[src/rtl/mem_arbiter_if.sv]
// Bundle of the two master ports and the memory macro port for mem_arbiter.
// The slave modport is the arbiter's view of the bundle; master is the opposite side.
interface mem_arbiter_if #(
  parameter int ADDR_WIDTH = 14
);
  logic                  p0_req;
  logic                  p0_write;
  logic [3:0]            p0_wmask;
  logic [31:0]           p0_wdata;
  logic [ADDR_WIDTH-1:0] p0_addr;
  logic                  p0_gnt;
  logic                  p0_rvalid;
  logic [31:0]           p0_rdata;

  logic                  p1_req;
  logic                  p1_write;
  logic [3:0]            p1_wmask;
  logic [31:0]           p1_wdata;
  logic [ADDR_WIDTH-1:0] p1_addr;
  logic                  p1_gnt;
  logic                  p1_rvalid;
  logic [31:0]           p1_rdata;

  logic                  mem_write;
  logic [3:0]            mem_wmask;
  logic [31:0]           mem_wdata;
  logic [ADDR_WIDTH-1:0] mem_addr;
  logic [31:0]           mem_rdata;

  modport slave (
    input  p0_req, p0_write, p0_wmask, p0_wdata, p0_addr,
    input  p1_req, p1_write, p1_wmask, p1_wdata, p1_addr,
    input  mem_rdata,
    output p0_gnt, p0_rvalid, p0_rdata,
    output p1_gnt, p1_rvalid, p1_rdata,
    output mem_write, mem_wmask, mem_wdata, mem_addr
  );

  modport master (
    output p0_req, p0_write, p0_wmask, p0_wdata, p0_addr,
    output p1_req, p1_write, p1_wmask, p1_wdata, p1_addr,
    output mem_rdata,
    input  p0_gnt, p0_rvalid, p0_rdata,
    input  p1_gnt, p1_rvalid, p1_rdata,
    input  mem_write, mem_wmask, mem_wdata, mem_addr
  );
endinterface

[src/rtl/mem_arbiter.sv]
// Two-port fixed-priority arbiter in front of a single-port SRAM (1-cycle read latency).
// Port 0 wins by default; port 1 is forced through after STARVE_LIMIT consecutive denials.
//
// state     | meaning
// ST_NORMAL | port 0 has priority
// ST_FORCE  | port 1 has starved; it wins its next request
module mem_arbiter #(
  parameter int ADDR_WIDTH   = 14,
  parameter int STARVE_LIMIT = 8
) (
  input logic          clk,
  input logic          rstn,
  mem_arbiter_if.slave bus
);

  localparam logic [7:0] LIMIT = 8'(STARVE_LIMIT);

  typedef enum logic {ST_NORMAL, ST_FORCE} state_t;

  state_t                state_q, state_d;
  logic [7:0]            starve_q, starve_d;
  logic                  p0_rvalid_q, p1_rvalid_q;
  logic                  gnt0, gnt1;
  logic                  write_sel;
  logic [3:0]            wmask_sel;
  logic [31:0]           wdata_sel;
  logic [ADDR_WIDTH-1:0] addr_sel;

  always_ff @(posedge clk or negedge rstn) begin
    if (!rstn) begin
      state_q     <= ST_NORMAL;
      starve_q    <= 8'd0;
      p0_rvalid_q <= 1'b0;
      p1_rvalid_q <= 1'b0;
    end else begin
      state_q     <= state_d;
      starve_q    <= starve_d;
      p0_rvalid_q <= gnt0 & ~bus.p0_write;
      p1_rvalid_q <= gnt1 & ~bus.p1_write;
    end
  end

  // Force is taken from the next counter value so it applies the cycle after the limit is hit
  always_comb begin
    starve_d = starve_q;
    state_d  = ST_NORMAL;
    if (!bus.p1_req || gnt1) begin
      starve_d = 8'd0;
    end else if (starve_q < LIMIT) begin
      starve_d = 8'(starve_q + 8'd1);
    end
    if (bus.p1_req && !gnt1 && (state_q == ST_FORCE || starve_d == LIMIT)) begin
      state_d = ST_FORCE;
    end
  end

  always_comb begin
    gnt1      = bus.p1_req & ((state_q == ST_FORCE) | ~bus.p0_req);
    gnt0      = bus.p0_req & ~gnt1;
    write_sel = gnt0 & bus.p0_write;
    wmask_sel = (gnt0 & bus.p0_write) ? bus.p0_wmask : 4'd0;
    wdata_sel = bus.p0_wdata;
    addr_sel  = bus.p0_addr;
    if (gnt1) begin
      write_sel = bus.p1_write;
      wmask_sel = bus.p1_write ? bus.p1_wmask : 4'd0;
      wdata_sel = bus.p1_wdata;
      addr_sel  = bus.p1_addr;
    end
  end

  assign bus.p0_gnt    = gnt0;
  assign bus.p1_gnt    = gnt1;
  assign bus.p0_rvalid = p0_rvalid_q;
  assign bus.p1_rvalid = p1_rvalid_q;
  assign bus.p0_rdata  = bus.mem_rdata;
  assign bus.p1_rdata  = bus.mem_rdata;
  assign bus.mem_write = write_sel;
  assign bus.mem_wmask = wmask_sel;
  assign bus.mem_wdata = wdata_sel;
  assign bus.mem_addr  = addr_sel;

endmodule
[src/flat_wrapper.sv]
// flat-port wrapper written by rule: the top's interface ports become plain ports
module mem_arbiter_flat 
#(
  parameter int ADDR_WIDTH   = 14,
  parameter int STARVE_LIMIT = 8
)
  (clk, rstn, bus_p0_req, bus_p0_write, bus_p0_wmask, bus_p0_wdata, bus_p0_addr, bus_p1_req, bus_p1_write, bus_p1_wmask, bus_p1_wdata, bus_p1_addr, bus_mem_rdata, bus_p0_gnt, bus_p0_rvalid, bus_p0_rdata, bus_p1_gnt, bus_p1_rvalid, bus_p1_rdata, bus_mem_write, bus_mem_wmask, bus_mem_wdata, bus_mem_addr);
  mem_arbiter_if #(.ADDR_WIDTH(ADDR_WIDTH)) bus_i ();
  input logic clk;
  input logic rstn;
  input wire logic [$bits(bus_i.p0_req)-1:0] bus_p0_req;
  input wire logic [$bits(bus_i.p0_write)-1:0] bus_p0_write;
  input wire logic [$bits(bus_i.p0_wmask)-1:0] bus_p0_wmask;
  input wire logic [$bits(bus_i.p0_wdata)-1:0] bus_p0_wdata;
  input wire logic [$bits(bus_i.p0_addr)-1:0] bus_p0_addr;
  input wire logic [$bits(bus_i.p1_req)-1:0] bus_p1_req;
  input wire logic [$bits(bus_i.p1_write)-1:0] bus_p1_write;
  input wire logic [$bits(bus_i.p1_wmask)-1:0] bus_p1_wmask;
  input wire logic [$bits(bus_i.p1_wdata)-1:0] bus_p1_wdata;
  input wire logic [$bits(bus_i.p1_addr)-1:0] bus_p1_addr;
  input wire logic [$bits(bus_i.mem_rdata)-1:0] bus_mem_rdata;
  output wire logic [$bits(bus_i.p0_gnt)-1:0] bus_p0_gnt;
  output wire logic [$bits(bus_i.p0_rvalid)-1:0] bus_p0_rvalid;
  output wire logic [$bits(bus_i.p0_rdata)-1:0] bus_p0_rdata;
  output wire logic [$bits(bus_i.p1_gnt)-1:0] bus_p1_gnt;
  output wire logic [$bits(bus_i.p1_rvalid)-1:0] bus_p1_rvalid;
  output wire logic [$bits(bus_i.p1_rdata)-1:0] bus_p1_rdata;
  output wire logic [$bits(bus_i.mem_write)-1:0] bus_mem_write;
  output wire logic [$bits(bus_i.mem_wmask)-1:0] bus_mem_wmask;
  output wire logic [$bits(bus_i.mem_wdata)-1:0] bus_mem_wdata;
  output wire logic [$bits(bus_i.mem_addr)-1:0] bus_mem_addr;
  assign bus_i.p0_req = bus_p0_req;
  assign bus_i.p0_write = bus_p0_write;
  assign bus_i.p0_wmask = bus_p0_wmask;
  assign bus_i.p0_wdata = bus_p0_wdata;
  assign bus_i.p0_addr = bus_p0_addr;
  assign bus_i.p1_req = bus_p1_req;
  assign bus_i.p1_write = bus_p1_write;
  assign bus_i.p1_wmask = bus_p1_wmask;
  assign bus_i.p1_wdata = bus_p1_wdata;
  assign bus_i.p1_addr = bus_p1_addr;
  assign bus_i.mem_rdata = bus_mem_rdata;
  assign bus_p0_gnt = bus_i.p0_gnt;
  assign bus_p0_rvalid = bus_i.p0_rvalid;
  assign bus_p0_rdata = bus_i.p0_rdata;
  assign bus_p1_gnt = bus_i.p1_gnt;
  assign bus_p1_rvalid = bus_i.p1_rvalid;
  assign bus_p1_rdata = bus_i.p1_rdata;
  assign bus_mem_write = bus_i.mem_write;
  assign bus_mem_wmask = bus_i.mem_wmask;
  assign bus_mem_wdata = bus_i.mem_wdata;
  assign bus_mem_addr = bus_i.mem_addr;
  mem_arbiter #(.ADDR_WIDTH(ADDR_WIDTH), .STARVE_LIMIT(STARVE_LIMIT)) u_core (.clk(clk), .rstn(rstn), .bus(bus_i));
endmodule
[config.mk]
export PLATFORM = sky130hd
export DESIGN_NAME = mem_arbiter_flat
export DESIGN_NICKNAME = d
export VERILOG_FILES = /design/src/rtl/mem_arbiter_if.sv /design/src/rtl/mem_arbiter.sv /design/src/flat_wrapper.sv
export SDC_FILE = /design/constraint.sdc
export NUM_CORES = 1
export LEC_CHECK = 0
export ABC_AREA = 1
export CORE_AREA = 2 2 100 102
export DETAILED_ROUTE_END_ITERATION = 8
export DIE_AREA = 0 0 102 104
export SLEW_MARGIN = 40
export SYNTH_ARGS = -nofsm -noshare
export SYNTH_HDL_FRONTEND = slang
export SYNTH_SLANG_ARGS = --single-unit
[constraint.sdc]
create_clock -name clk -period 2.15 [get_ports clk]
set_clock_uncertainty 0.2 [all_clocks]
set_input_delay 0.43 -clock clk [delete_from_list [all_inputs] [get_ports clk]]
set_output_delay 0.43 -clock clk [all_outputs]
set_load 0.03 [all_outputs]
* Yosys cells after proc, flatten, opt, wreduce, memory -nomap -nowiden
Index checks and enable logic that the tools add are counted.
** Word-level totals
- Flip-flop bits (word level) :: 11
- Bits of input ports :: 138
- Output and inout bits :: 119
- Word-level logic and storage cells :: 32
** Cells by class
- Add/sub/neg operators :: 1
- Order comparisons :: 1
- Eq/ne operators :: 1
- Multiplexer cells :: 9
- Bitwise logic cells :: 10
- Reduce and logical (&&, ||, !) cells :: 6
** Operators with widths (number)
- $mux 32 :: 1
- $mux 8 :: 2
- $mux 14 :: 1
- $mux 4 :: 3
- $add 8x1->8 const B :: 1
- $eq 8x4->1 const B :: 1
- $lt 8x4->1 const B :: 1
- $and 1x1->1 :: 5
- $not 1->1 :: 4
- $logic_and 1x1->1 :: 2
- $logic_not 1->1 :: 2
- $logic_or 1x1->1 :: 2
- $mux 1 :: 2
- $or 1x1->1 :: 1

* Depth between registers and ports, before layout
Gate-level depths: netlist of the first run.
- Depth after elaboration :: 9
- Gate-level depth with buffers :: 8
- Depth with buffers taken out :: 8

* Least setup slack after synthesis of the first run
No wires, ideal clock.
- Kind :: input to output
- Start point :: input bus_p1_req
- End point :: output bus_mem_write
- Data arrival time :: 1.561 ns
- Required time :: 1.520 ns
- Path slack :: -0.041 ns
- Cell stages on the path :: 4
- Buffers on the path :: 0
- Path through :: inv_1 > a21oi_4 > nor2_1 > a22o_1
** Between the ends
- Word-level cells in the longest chain between the ends :: 5
** RTL lines
- start: declaration :: line flat_wrapper.sv:16 : input wire logic [$bits(bus_i.p1_req)-1:0] bus_p1_req;
- $and 1x1->1 :: line mem_arbiter.sv:58 : gnt1 = bus.p1_req & ((state_q == ST_FORCE) | ~bus.p0_req);
- $not 1->1 :: line mem_arbiter.sv:59 : gnt0 = bus.p0_req & ~gnt1;
- $and 1x1->1 :: line mem_arbiter.sv:59
- via bus_p0_gnt :: line flat_wrapper.sv:22 : output wire logic [$bits(bus_i.p0_gnt)-1:0] bus_p0_gnt;
- $and 1x1->1 :: line mem_arbiter.sv:60 : write_sel = gnt0 & bus.p0_write;
- $mux 1 :: line mem_arbiter.sv:64 : if (gnt1) begin
- end: declaration :: line flat_wrapper.sv:28 : output wire logic [$bits(bus_i.mem_write)-1:0] bus_mem_write;
The timed path passes the listed nets, and every way through them passes these cells.

* Worst setup path in the final report of the first run
- Start point :: register u_core.state_q
- End point :: output bus_mem_write
** Between the ends
- Word-level cells in the longest chain between the ends :: 6
** RTL lines
- start: declaration :: line mem_arbiter.sv:20 : state_t state_q, state_d;
- start signal: assignment :: line mem_arbiter.sv:36 : state_q <= state_d;
- $or 1x1->1 (*) :: line mem_arbiter.sv:58
- $and 1x1->1 (*) :: line mem_arbiter.sv:58
- $not 1->1 :: line mem_arbiter.sv:59
- $and 1x1->1 :: line mem_arbiter.sv:59
- $and 1x1->1 :: line mem_arbiter.sv:60
- $mux 1 (*) :: line mem_arbiter.sv:64
Every way passes the cells marked *; elsewhere a longest branch is shown, timed or not.

==> results of run 1 <==
==> power by group <==
part           internal (mW)  total (mW)  leakage (nW)  switching, mW
Sequential             0.211       0.213         0.151        0.00203
Combinational          0.372       0.716          1.41          0.344
Clock                  0.131       0.214        0.0228         0.0832
Total                  0.714        1.14          1.58          0.429
==> final cells by class <==
cell class	count	area, um^2	area share [%]
Clock buffer	4	45.0	1.43
Multi-Input combinational cell	188	773	24.6
Tap cell	133	166	5.30
Inverter	17	68.8	2.19
Sequential cell	11	275	8.76
Timing Repair Buffer	173	1810	57.7
==> cell usage in the layout (no fill, tap or decap), types with 2 or more instances in the layout <==
| master | synthesis | final |
|---|---|---|
| nand2_1 | 153 | 152 |
| clkdlybuf4s50_1 | 0 | 105 |
| buf_4 | 64 | 34 |
| buf_6 | 0 | 22 |
| inv_1 | 16 | 14 |
| nand3_1 | 14 | 14 |
| dfrtp_1 | 11 | 11 |
| nor2_1 | 10 | 9 |
| buf_16 | 0 | 5 |
| nor3_1 | 3 | 3 |
| nand4_1 | 3 | 3 |
| clkbuf_8 | 0 | 3 |
| buf_12 | 0 | 3 |
| inv_2 | 1 | 2 |
| clkbuf_16 | 0 | 2 |
| clkbuf_2 | 0 | 2 |
==> cell usage after synthesis, types with 3 or more instances <==
library cell | n | area, um^2
buf_2 | 6 | 30.0
buf_4 | 64 | 480
clkbuf_1 | 4 | 15.0
dfrtp_1 | 11 | 275
inv_1 | 16 | 60.1
nand2_1 | 153 | 574
nand3_1 | 14 | 70.1
nand4_1 | 3 | 18.8
nor2_1 | 10 | 37.5
nor3_1 | 3 | 15.0
==> critical path, stage by stage (launching register included) <==
cell and delay [ns]:
dfrtp_1 0.37, inv_2 0.08, a21oi_4 0.07, buf_12 0.15, buf_16 0.15, a22o_1 0.23, buf_4 0.16
==> final timing paths <==
check,startpoint,endpoint,depth (start not counted)
min in group clk,u_core.starve_q[7],u_core.starve_q[7],2
max reg2reg,u_core.starve_q[6],u_core.state_q,5
max in group asynchronous,rstn,u_core.starve_q[7],1
max,u_core.state_q,bus_mem_write,6
min reg2reg,u_core.starve_q[7],u_core.starve_q[7],2
min,rstn,u_core.state_q,1
==> flip-flops by register name, indices dropped and copies added (netlist names) <==
name and flops:
u_core.bus.p1_rvalid 1, u_core.bus.p0_rvalid 1, u_core.starve_q 8, u_core.state_q 1
==> timing repair <==
item	4_1_cts	5_1_grt
pin swaps	1	1
setup endpoints to repair	53	25
resized for setup	33	6
setup buffers	2	0
cloned	3	2
==> routing by layer <==
| metal | track usage [%] | share of wire [%] | up-vias |
|---|---|---|---|
| met5 | 0 | 0 | - |
| met4 | 3.43 | 1.9 | 0 |
| met3 | 3.09 | 7.8 | 19 |
| met2 | 21.3 | 51 | 104 |
| met1 | 14.7 | 39 | 882 |
| li1 | - | - | 1020 |
==> cell families after synthesis <==
logic type / after synthesis / synth area share (%)
fa+ha+maj: 1 / 0.769
flops: 11 / 16.9
simple gates: 183 / 44.0
buf+inv: 91 / 36.2
compound gates: 4 / 2.15
==> flow_metrics.tcl, run 1 <==
set metrics [dict create \
    status "finished clean" \
    ir_worst_vdd_v 0.000138 \
    holdWs_ns 0.326 \
    arrival_ns 1.46 \
    grt_max_degree 25 \
    ys_async_sr_fraction_pct 100 \
    cts_hold_buffers 0 \
    vias 2025 \
    vias_per_cell 3.85 \
    p_per_area_nw_per_um2 364 \
    tns_ns 0 \
    rsz0062_at_grt "false" \
    fill_cells 1059 \
    ff2ff_setup_slack_ns 0.63 \
    cp-start-kind "register" \
    portBuffers 160 \
    min_period_ns 2.09 \
    avgSynthCellArea_um2 5.61 \
    maxSlewViolCount 0 \
    ant_nets 0 \
    max_freq_mhz 478 \
    die_area_um2 10600 \
    cp.required_ns 1.52 \
    crit_fanout 14 \
    grt_pass1_wl_mm 10.4 \
    coreArea_um2 9550 \
    first_global_vias 2031 \
    clk_pin_slew_worst_paths_ns 0.05 \
    power_mw 1.14 \
    start_util_pct 17.0 \
    hp-class "input pin to asynchronous set/reset pin" \
    ys_ff_latch 11 \
    fp.dieW_um 102 \
    pre_cts_slack_ns -0.278 \
    insertion_delay_ns 0.24 \
    dp_hpwl_mm 4.89 \
    track_usage_pct 12.3 \
    clockBufferDepth 2 \
    htreeDepth 1 \
    area_delta_synth_final_pct 92.9 \
    yosysWarnings 0 \
    drt_iter0_drc 45 \
    ioPinCount 257 \
    design_area_um2 3140 \
    drive_above_1_share_pct 19.6 \
    synthDistinctLibCells 16 \
    clockRootBuffer "clkbuf_8" \
    synth_fp_nets 429 \
    dpl-instance-area_um2 2840 \
    route.detailed.drc 0 \
    gp_congestion 0.814 \
    cts_sinks 11 \
    antenna_found_initial 0 \
    p_leak_nw 1.58 \
    nNetsFinal 533 \
    hold_viol 0 \
    numCtsBuffers 3 \
    die_height_um 104 \
    n_antenna_cell 0 \
    dr.pass1.iters 4 \
    std_cell_rows 36 \
    routedWlPerCell_um 13.5 \
    worstSetupEndpointType "primary output" \
    tightest_slew_ns 0.510 \
    instances_no_fill 526 \
    final_util_pct 32.9 \
    synth_edf_count 0 \
    ys.flop_type "dfrtp_1" \
    overflow 0 \
    criticalPathCategory "register to primary output" \
    seq_area_frac_synth_pct 16.9 \
    routed_wl_mm 7.08 \
    slew_headroom_pct 65.9 \
    placed_cells 515 \
    postSynthCellCount 290 \
    setup_slack_ns 0.0599 \
    finalSetupViolCount 0 \
    max-cap-violations 0 \
    post-route-period-util_pct 97.2 \
    synth_area_um2 1630 \
    cts_tree "built" \
]
Power figures use the tool's default switching activity.
==> run 2, diff against run 1 <==
- SLEW_MARGIN: 40 -> not set
==> results of run 2 <==
Final layout, timing and power as in run 1 (identical DEF).
==> run 3, diff against run 2 <==
- CTS_CLUSTER_DIAMETER: not set -> 30
==> results of run 3 <==
Final layout, timing and power as in run 1 (identical DEF).
